[src/rtl/flasher_sequencer.sv]
`default_nettype none
// ============================================================================
// Module      : flasher_sequencer
// Description : Sequences a batch of runs on an external LED flasher. Each
//               run fires a one-cycle trigger, waits for the flasher to light
//               up, follows its LED vector until it has gone fully lit and
//               back to dark, then idles for a programmable gap before the
//               next run. Start-up timeout and per-run watchdog fall into a
//               sticky error state; STOP ends the batch at a run boundary.
// Ports       : clk          - sole clock, rising edge
//               rst_n        - asynchronous active-low reset
//               start        - level, requests a batch
//               stop         - level, aborts/finishes the batch
//               repeat_count - runs per batch, latched on accepted start
//               idle_gap     - idle cycles between runs, latched on start
//               led_in       - LED vector returned by the flasher
//               flick_out    - one-cycle trigger to the flasher
//               busy         - high in every state except IDLE and ERR
//               done         - one-cycle pulse when a batch completes
//               err          - sticky error flag
//               run_cnt      - completed runs in the current batch
// Revision    : 1.0 - initial release
// ============================================================================
module flasher_sequencer #(
    parameter int unsigned START_TO = 4,
    parameter int unsigned WDOG_MAX = 200
) (
    input  logic        clk,
    input  logic        rst_n,
    input  logic        start,
    input  logic        stop,
    input  logic [3:0]  repeat_count,
    input  logic [7:0]  idle_gap,
    input  logic [15:0] led_in,
    output logic        flick_out,
    output logic        busy,
    output logic        done,
    output logic        err,
    output logic [3:0]  run_cnt
);

    // Counters only need to reach LIMIT-1; the transition fires on that value.
    localparam int unsigned c_WAIT_W = (START_TO > 1) ? $clog2(START_TO) : 1;
    localparam int unsigned c_WDOG_W = (WDOG_MAX > 1) ? $clog2(WDOG_MAX) : 1;
    localparam logic [c_WAIT_W-1:0] c_WAIT_LAST = c_WAIT_W'(START_TO - 1);
    localparam logic [c_WDOG_W-1:0] c_WDOG_LAST = c_WDOG_W'(WDOG_MAX - 1);

    typedef enum logic [2:0] {
        S_IDLE     = 3'd0,
        S_PULSE    = 3'd1,
        S_WAIT_ACT = 3'd2,
        S_RUN      = 3'd3,
        S_GAP      = 3'd4,
        S_FIN      = 3'd5,
        S_ERR      = 3'd6
    } state_t;

    state_t                r_state;
    state_t                w_state_nxt;
    logic [c_WAIT_W-1:0]   r_wait_cnt;
    logic [c_WDOG_W-1:0]   r_wdog_cnt;
    logic [7:0]            r_gap_cnt;
    logic [7:0]            r_gap;
    logic [3:0]            r_repeat;
    logic [3:0]            r_run_cnt;
    logic                  r_seen_full;
    logic                  r_stop_pending;
    logic                  r_flick;
    logic                  r_busy;
    logic                  r_done;
    logic                  r_err;

    logic                  w_accept;
    logic                  w_led_zero;
    logic                  w_led_full;
    logic                  w_run_done;
    logic [3:0]            w_cnt_inc;
    logic                  w_last_run;

    // A batch may only be launched from IDLE or ERR, with a nonzero run
    // count and without a simultaneous stop request.
    assign w_accept   = ((r_state == S_IDLE) || (r_state == S_ERR)) &&
                        start && !stop && (repeat_count != 4'd0);
    assign w_led_zero = (led_in == 16'h0000);
    assign w_led_full = (led_in == 16'hFFFF);
    // Dark only counts as the end of a run once the flasher has been fully
    // lit; an interim dark phase earlier in the run is ignored.
    assign w_run_done = r_seen_full && w_led_zero;
    assign w_cnt_inc  = (r_run_cnt == 4'd15) ? 4'd15 : r_run_cnt + 4'd1;
    // A stop seen in the completing cycle itself also ends the batch.
    assign w_last_run = (w_cnt_inc == r_repeat) || r_stop_pending || stop;

    always_comb begin
        w_state_nxt = r_state;
        case (r_state)
            S_IDLE, S_ERR: begin
                if (w_accept) w_state_nxt = S_PULSE;
            end
            S_PULSE: begin
                w_state_nxt = S_WAIT_ACT;
            end
            S_WAIT_ACT: begin
                if (!w_led_zero)                   w_state_nxt = S_RUN;
                else if (r_wait_cnt == c_WAIT_LAST) w_state_nxt = S_ERR;
            end
            S_RUN: begin
                if (w_run_done) begin
                    if (w_last_run)          w_state_nxt = S_FIN;
                    else if (r_gap == 8'd0)  w_state_nxt = S_PULSE;
                    else                     w_state_nxt = S_GAP;
                end else if (r_wdog_cnt == c_WDOG_LAST) begin
                    w_state_nxt = S_ERR;
                end
            end
            S_GAP: begin
                if (stop)                            w_state_nxt = S_FIN;
                else if (r_gap_cnt == r_gap - 8'd1)  w_state_nxt = S_PULSE;
            end
            S_FIN: begin
                w_state_nxt = S_IDLE;
            end
            default: begin
                w_state_nxt = S_IDLE;
            end
        endcase
    end

    // Outputs are decoded from the next state so they are registered yet
    // aligned with the state they describe.
    always_ff @(posedge clk or negedge rst_n) begin
        if (!rst_n) begin
            r_state        <= S_IDLE;
            r_wait_cnt     <= '0;
            r_wdog_cnt     <= '0;
            r_gap_cnt      <= '0;
            r_gap          <= '0;
            r_repeat       <= '0;
            r_run_cnt      <= '0;
            r_seen_full    <= 1'b0;
            r_stop_pending <= 1'b0;
            r_flick        <= 1'b0;
            r_busy         <= 1'b0;
            r_done         <= 1'b0;
            r_err          <= 1'b0;
        end else begin
            r_state <= w_state_nxt;
            r_flick <= (w_state_nxt == S_PULSE);
            r_busy  <= (w_state_nxt != S_IDLE) && (w_state_nxt != S_ERR);
            r_done  <= (w_state_nxt == S_FIN);
            r_err   <= (w_state_nxt == S_ERR);

            // Each counter runs only while its own state is active and is
            // zero on entry to that state.
            r_wait_cnt <= (r_state == S_WAIT_ACT) ? r_wait_cnt + c_WAIT_W'(1) : '0;
            r_wdog_cnt <= (r_state == S_RUN)      ? r_wdog_cnt + c_WDOG_W'(1) : '0;
            r_gap_cnt  <= (r_state == S_GAP)      ? r_gap_cnt + 8'd1          : '0;
            r_seen_full <= (r_state == S_RUN) && (r_seen_full || w_led_full);

            if (w_accept) begin
                r_repeat       <= repeat_count;
                r_gap          <= idle_gap;
                r_run_cnt      <= 4'd0;
                r_stop_pending <= 1'b0;
            end else begin
                // A stop during trigger, start-up or run never cuts the run
                // short; it is remembered and applied at completion.
                if (stop && ((r_state == S_PULSE) || (r_state == S_WAIT_ACT) ||
                             (r_state == S_RUN))) begin
                    r_stop_pending <= 1'b1;
                end
                if ((r_state == S_RUN) && w_run_done) begin
                    r_run_cnt <= w_cnt_inc;
                end
            end
        end
    end

    assign flick_out = r_flick;
    assign busy      = r_busy;
    assign done      = r_done;
    assign err       = r_err;
    assign run_cnt   = r_run_cnt;

endmodule
`default_nettype wire

[config.mk]
export PLATFORM = sky130hd
export DESIGN_NAME = flasher_sequencer
export DESIGN_NICKNAME = d
export VERILOG_FILES = /design/src/rtl/flasher_sequencer.sv
export SDC_FILE = /design/constraint.sdc
export NUM_CORES = 1
export LEC_CHECK = 0
export ABC_AREA = 1
export CORE_ASPECT_RATIO = 2
export CORE_MARGIN = 4
export CORE_UTILIZATION = 54
export DETAILED_ROUTE_END_ITERATION = 10
export GPL_TIMING_DRIVEN = 0
export PLACE_DENSITY = 0.79
export SETUP_SLACK_MARGIN = 0.05
export SLEW_MARGIN = 20
export SYNTH_ARGS = -nofsm -noshare
export SYNTH_HDL_FRONTEND = slang
export SYNTH_SLANG_ARGS = --single-unit
[constraint.sdc]
create_clock -name clk -period 2.3 [get_ports clk]
set_input_delay 0.345 -clock clk [delete_from_list [all_inputs] [get_ports clk]]
set_output_delay 0.345 -clock clk [all_outputs]
set_load 0.1 [all_outputs]
**Yosys cells after proc, flatten, opt, wreduce, memory -nomap -nowiden**

Index checks and enable logic that the tools add are counted.

- Bits of input ports: 32
- Memory bits (read-only): 0
- Word-level logic and storage cells: 74
- Bits in registers: 43
- Bits in writable memories: 0
- Memories kept: 0
- Latch bits: 0
- Output and inout bits: 8

- Add/subtract/negate cells: 5
- Bitwise gates (word level): 0
- Magnitude comparators: 0
- Shift-type cells: 0
- Reductions and logical operators: 23
- Equal/unequal tests: 15
- Multiply operators: 0
- Divide/modulo/power cells: 0
- Multiplexer cells: 18

Operator list:

| kind | number |
|---|---|
| $mux W3 | 9 |
| $add A8 B1 Y8 const B | 2 |
| $eq A16 B16 Y1 const B | 1 |
| $logic_not A16 Y1 | 1 |
| $mux W8 | 2 |
| $pmux W3 S5 | 1 |
| $eq A3 B3 Y1 const B | 4 |
| $mux W4 | 3 |
| $eq A8 B8 Y1 | 1 |
| $eq A8 B8 Y1 const B | 1 |
| $logic_and A1 B1 Y1 | 8 |
| $logic_not A8 Y1 | 1 |
| $sub A8 B1 Y8 const B | 1 |
| $eq A3 B1 Y1 const B | 2 |
| $eq A3 B2 Y1 const B | 2 |
| $logic_or A1 B1 Y1 | 6 |
| $add A4 B1 Y4 const B | 1 |
| $eq A4 B4 Y1 | 1 |
| $eq A4 B4 Y1 const B | 1 |
| $reduce_bool A2 Y1 | 2 |
| $reduce_bool A4 Y1 | 1 |
| $logic_not A3 Y1 | 1 |
| $ne A3 B3 Y1 const B | 1 |
| $reduce_bool A3 Y1 | 1 |
| 6 further kinds | 7 |

**Longest topological paths before layout**

- Depth after elaboration: 10
- Gate-level depth with buffers: 16
- Mapped depth without buffers: 16

**Worst setup path before layout**

Ideal clock, no wire load.

- Path kind: register to register
- Start: register r_run_cnt[0], in the netlist run_cnt[0]
- End: register r_busy, in the netlist busy
- Path slack: -0.059 ns
- Stages on the path, launching flop included: 13
- Path buffers: 0
- Library setup time: 0.116 ns
- Data arrival time: 2.243 ns
- Path through: dfrtp_1 -> ha_1 -> nand3_4 -> nand2_1 -> nand2_1 -> nand2_2 -> nor2_2 -> nand3_2 -> nand3_1 -> nand2_1 -> nand4_1 -> nand2_1 -> nand2_1

- Cells in the longest elaborated chain, start to end: 10
- Elaborated cells on any way between the ends: 12

Ends and longest elaborated chain:

| element | RTL line | RTL |
|---|---|---|
| from (decl) | 65 | `logic [3:0] r_run_cnt;` |
| from (signal assigned) | 172 | `r_run_cnt <= w_cnt_inc;` |
| $add A4 B1 Y4 or $eq A4 B4 Y1 (tied branches) | 89 | `assign w_cnt_inc = (r_run_cnt == 4'd15) ? 4'd15 : r_run_cnt + 4'd1;` |
| $mux W4 (*) | 89 |  |
| $eq A4 B4 Y1 (*) | 91 | `assign w_last_run = (w_cnt_inc == r_repeat) \|\| r_stop_pending \|\| stop;` |
| $logic_or A1 B1 Y1 (*) (2 in series) | 91 |  |
| $mux W3 (*) | 108 | `if (w_last_run) w_state_nxt = S_FIN;` |
| $mux W3 (*) | 107 | `if (w_run_done) begin` |
| $pmux W3 S5 (*) | 95 | `case (r_state)` |
| $ne A3 B3 Y1 or $reduce_bool A3 Y1 (tied branches) | 148 | `r_busy <= (w_state_nxt != S_IDLE) && (w_state_nxt != S_ERR);` |
| $logic_and A1 B1 Y1 (*) | 148 |  |
| to (signal assigned) | 148 |  |
| to (decl) | 69 | `logic r_busy;` |

Every way passes the cells marked *; elsewhere a longest branch is shown, timed or not.
A chain may end at the register's enable or synchronous reset.

**Worst setup path in the final report**

- Start: register r_run_cnt[1], in the netlist run_cnt[1]
- End: output run_cnt[1]

RTL lines:

| element | RTL line | RTL |
|---|---|---|
| to (decl) | 39 | `output logic [3:0] run_cnt` |

No word-level cell between the ends.

==> results.toml <==
[critical_path]
arrival_ns = 1.85
cp_slowest_cell = "clkdlybuf4s50_1"
r2r_cells = 15
crit_buf_inv = 1
cpPeakStageDelay_ns = 1.14
regToRegSetupSlack_ns = 0.35
cp_cell_sequence = "clkdlybuf4s50_1"
start_kind = "flop"
r2r_end = "done"
crit_type = "flop to output pin"
cp.depth = 1
end_kind = "output pin"
required_ns = 1.96
r2r_start = "r_gap[0]"
cp_top_family = "buffers and inverters"
crit_fanout = 5

[sta]
slew-limit-headroom_pct = 35.0
rsz0062_at_grt = "no"
final.setup.tns_ns = 0
setup_viol = 0
final.period_utilization_pct = 95.4
timing.fmax_ghz = 0.456
final_max_slew_viol_count = 0
tightest_slew_ns = 0.971
hold_violations = 0
fin_worst_skew_ns = 0.0113
finalCriticalPeriod_ns = 2.19

[pwr]
p_per_area_nw_per_um2 = 942
vdd_drop_max_mv = 0.539
p_leak_nw = 1.51

[hold_path]
min_to = "r_wait_cnt[0]"
min_path_type = "flop to flop"
worstHoldStart = "r_wait_cnt[0]"
min_path_cells = 1

[routing]
drcViolationCount = 0
firstDrtPassIters = 4
wl_um = 5700
viasPerCell = 5.23
via_count = 2334
drt-initial-drc-count = 84
ant_nets = 0
wl_per_cell_um = 12.8

[finish]
syn2layout_area_growth_pct = 22.8
fin_area_um2 = 3090
diodes = 0
fillers = 394
layout-drive-gt1-share_pct = 10.2
fin_nets = 429

[logic_synthesis]
avgSynthCellArea_um2 = 7.34
yosys-top-cells-area = "dfrtp_1 43%, nand2_1 13%, inv_1 8.4%"
synth_largest_area_cell = "dfrtp_1"
syn_area_um2 = 2520
synth_cells = 343
ys_types = 28
synth_nets = 381
synth_top_cell_area_share_pct = 42.8
ys_seq_area_share_pct = 42.8
ys_seq_elements = 43
yosysWarnings = 0

[place]
dp_hpwl_um = 4510
port_buffers = 39
postPlaceCellArea_um2 = 2990
place_congestion = 0.900

[clock_network]
clock-sinks = 43
root_buffer = "clkbuf_8"
cts_max_level = 2
cts_made_buffers = 5
path_clk_slew_ns = 0.09
cts_tree = "built"
clk_latency_ns = 0.31
clock_path_buffers = 2

[grt]
grt_pass1_vias = 2353
grt_antenna_before_repair = 0
track_usage_pct = 20.8
grt_max_degree = 34
grt.overflow.total = 0
grt_pass1_wl_um = 9780

[die]
rows = 34
io_pins = 40
die_h_um = 105
die_w_um = 56.3
dieArea_um2 = 5880
coreArea_um2 = 4420
initial_core_util_pct = 56.9

[flow_run]
maxCapViolCount = 0

[run_status]
run_status = "complete, no violations"
==> how the worst max path moves through the flow <==
stage	from	end	slack [ns]
after floorplan	run_cnt[2]	busy	0.23
after global placement	rst_n	run_cnt[0]	-0.37
after detailed placement	led_in[12]	flick_out	0.25
after CTS	run_cnt[1]	run_cnt[1]	0.09
after global routing	run_cnt[1]	run_cnt[1]	0.06
final	run_cnt[1]	run_cnt[1]	0.11
==> synthesized netlist by cell type (all sizes together) <==
| master | instances |
|---|---|
| nand4 | 9 |
| xor2 | 3 |
| a31oi | 1 |
| nor3 | 7 |
| nor3b | 2 |
| nor2 | 45 |
| ha | 6 |
| o21ai | 25 |
| buf | 2 |
| nand2 | 89 |
| inv | 62 |
| nand3b | 2 |
| dfrtp | 43 |
| a21oi | 14 |
| clkinv | 1 |
| xnor2 | 3 |
| nor4 | 4 |
| nand3 | 25 |
==> per-layer routing <==
layer	share of wire, %	GRT usage [%]
met5	0	0
met4	2.2	9.17
met3	3.7	2.96
met2	58	41.3
met1	36	20.3
==> cell usage in the layout, fill, tap and decap left out, types with 5 or more instances in the layout <==
| cell | count |
|---|---|
| clkdlybuf4s50_1 | 35 |
| dfrtp_1 | 41 |
| nand3_1 | 20 |
| clkbuf_8 | 5 |
| a21oi_1 | 12 |
| nor2_2 | 7 |
| inv_2 | 6 |
| nor2_1 | 38 |
| ha_1 | 6 |
| inv_1 | 56 |
| o21ai_0 | 22 |
| nand4_1 | 9 |
| nor3_1 | 6 |
| nand2_1 | 86 |
==> timing repair <==
action | in CTS | in global routing
hold buffers | 1 | 0
setup buffers | 0 | 0
resized for setup | 3 | 0
setup endpoints to repair | 3 | 0
endpoints found under the hold margin | 10 | 0
==> where the power goes <==
| group | leakage, nW | total, W | switching [W] | internal [W] |
|---|---|---|---|---|
| combinational | 0.910 | 0.00131 | 0.000861 | 0.000447 |
| clock | 0.0408 | 0.000502 | 0.000284 | 0.000217 |
| sequential | 0.560 | 0.00110 | 0.000164 | 0.000937 |
| total | 1.51 | 0.00291 | 0.00131 | 0.00160 |
==> stage by stage <==
| stage | worst slack [ns] | hold WS (ns) | utilization, % | power (W) | std cells |
|---|---|---|---|---|---|
| 2_1_floorplan | 0.227 | 0.0494 | - | 0.00208 | 343 |
| 3_3_place_gp | -0.371 | 0.420 | 67.3 | 0.00239 | 436 |
| 3_5_place_dp | 0.248 | 0.247 | 67.6 | 0.00244 | 437 |
| 4_1_cts | 0.0917 | 0.447 | 69.9 | 0.00294 | 446 |
| 5_1_grt | 0.0587 | 0.461 | 69.9 | 0.00315 | 446 |
| 6_report | 0.107 | 0.444 | 69.9 | 0.00291 | 446 |
==> logic make-up after synthesis <==
family,after synthesis,synth area share (%)
xor+xnor,6,2.39
fa+ha+maj,6,2.98
flops,43,42.8
compound gates,40,8.30
simple gates,183,33.8
buf+inv,65,9.80
==> layout make-up <==
| class | count | area, um^2 | area share (%) |
|---|---|---|---|
| well taps | 54 | 67.6 | 2.19 |
| inverters | 63 | 236 | 7.65 |
| repair buffers | 41 | 412 | 13.3 |
| plain buffers | 2 | 10.0 | 0.324 |
| clock buffers | 5 | 68.8 | 2.23 |
| flip-flops and latches | 43 | 1080 | 34.9 |
| multi-input cells | 235 | 1190 | 38.6 |
| clock inverters | 3 | 23.8 | 0.769 |
==> flip-flops by register name, summed over array words and instances (netlist names), 2 cells and up <==
| name | flops |
|---|---|
| r_gap | 8 |
| r_gap_cnt | 8 |
| r_wdog_cnt | 8 |
| r_repeat | 4 |
| run_cnt | 4 |
| r_state | 3 |
| r_wait_cnt | 2 |
(Power assumes the default switching activity.)
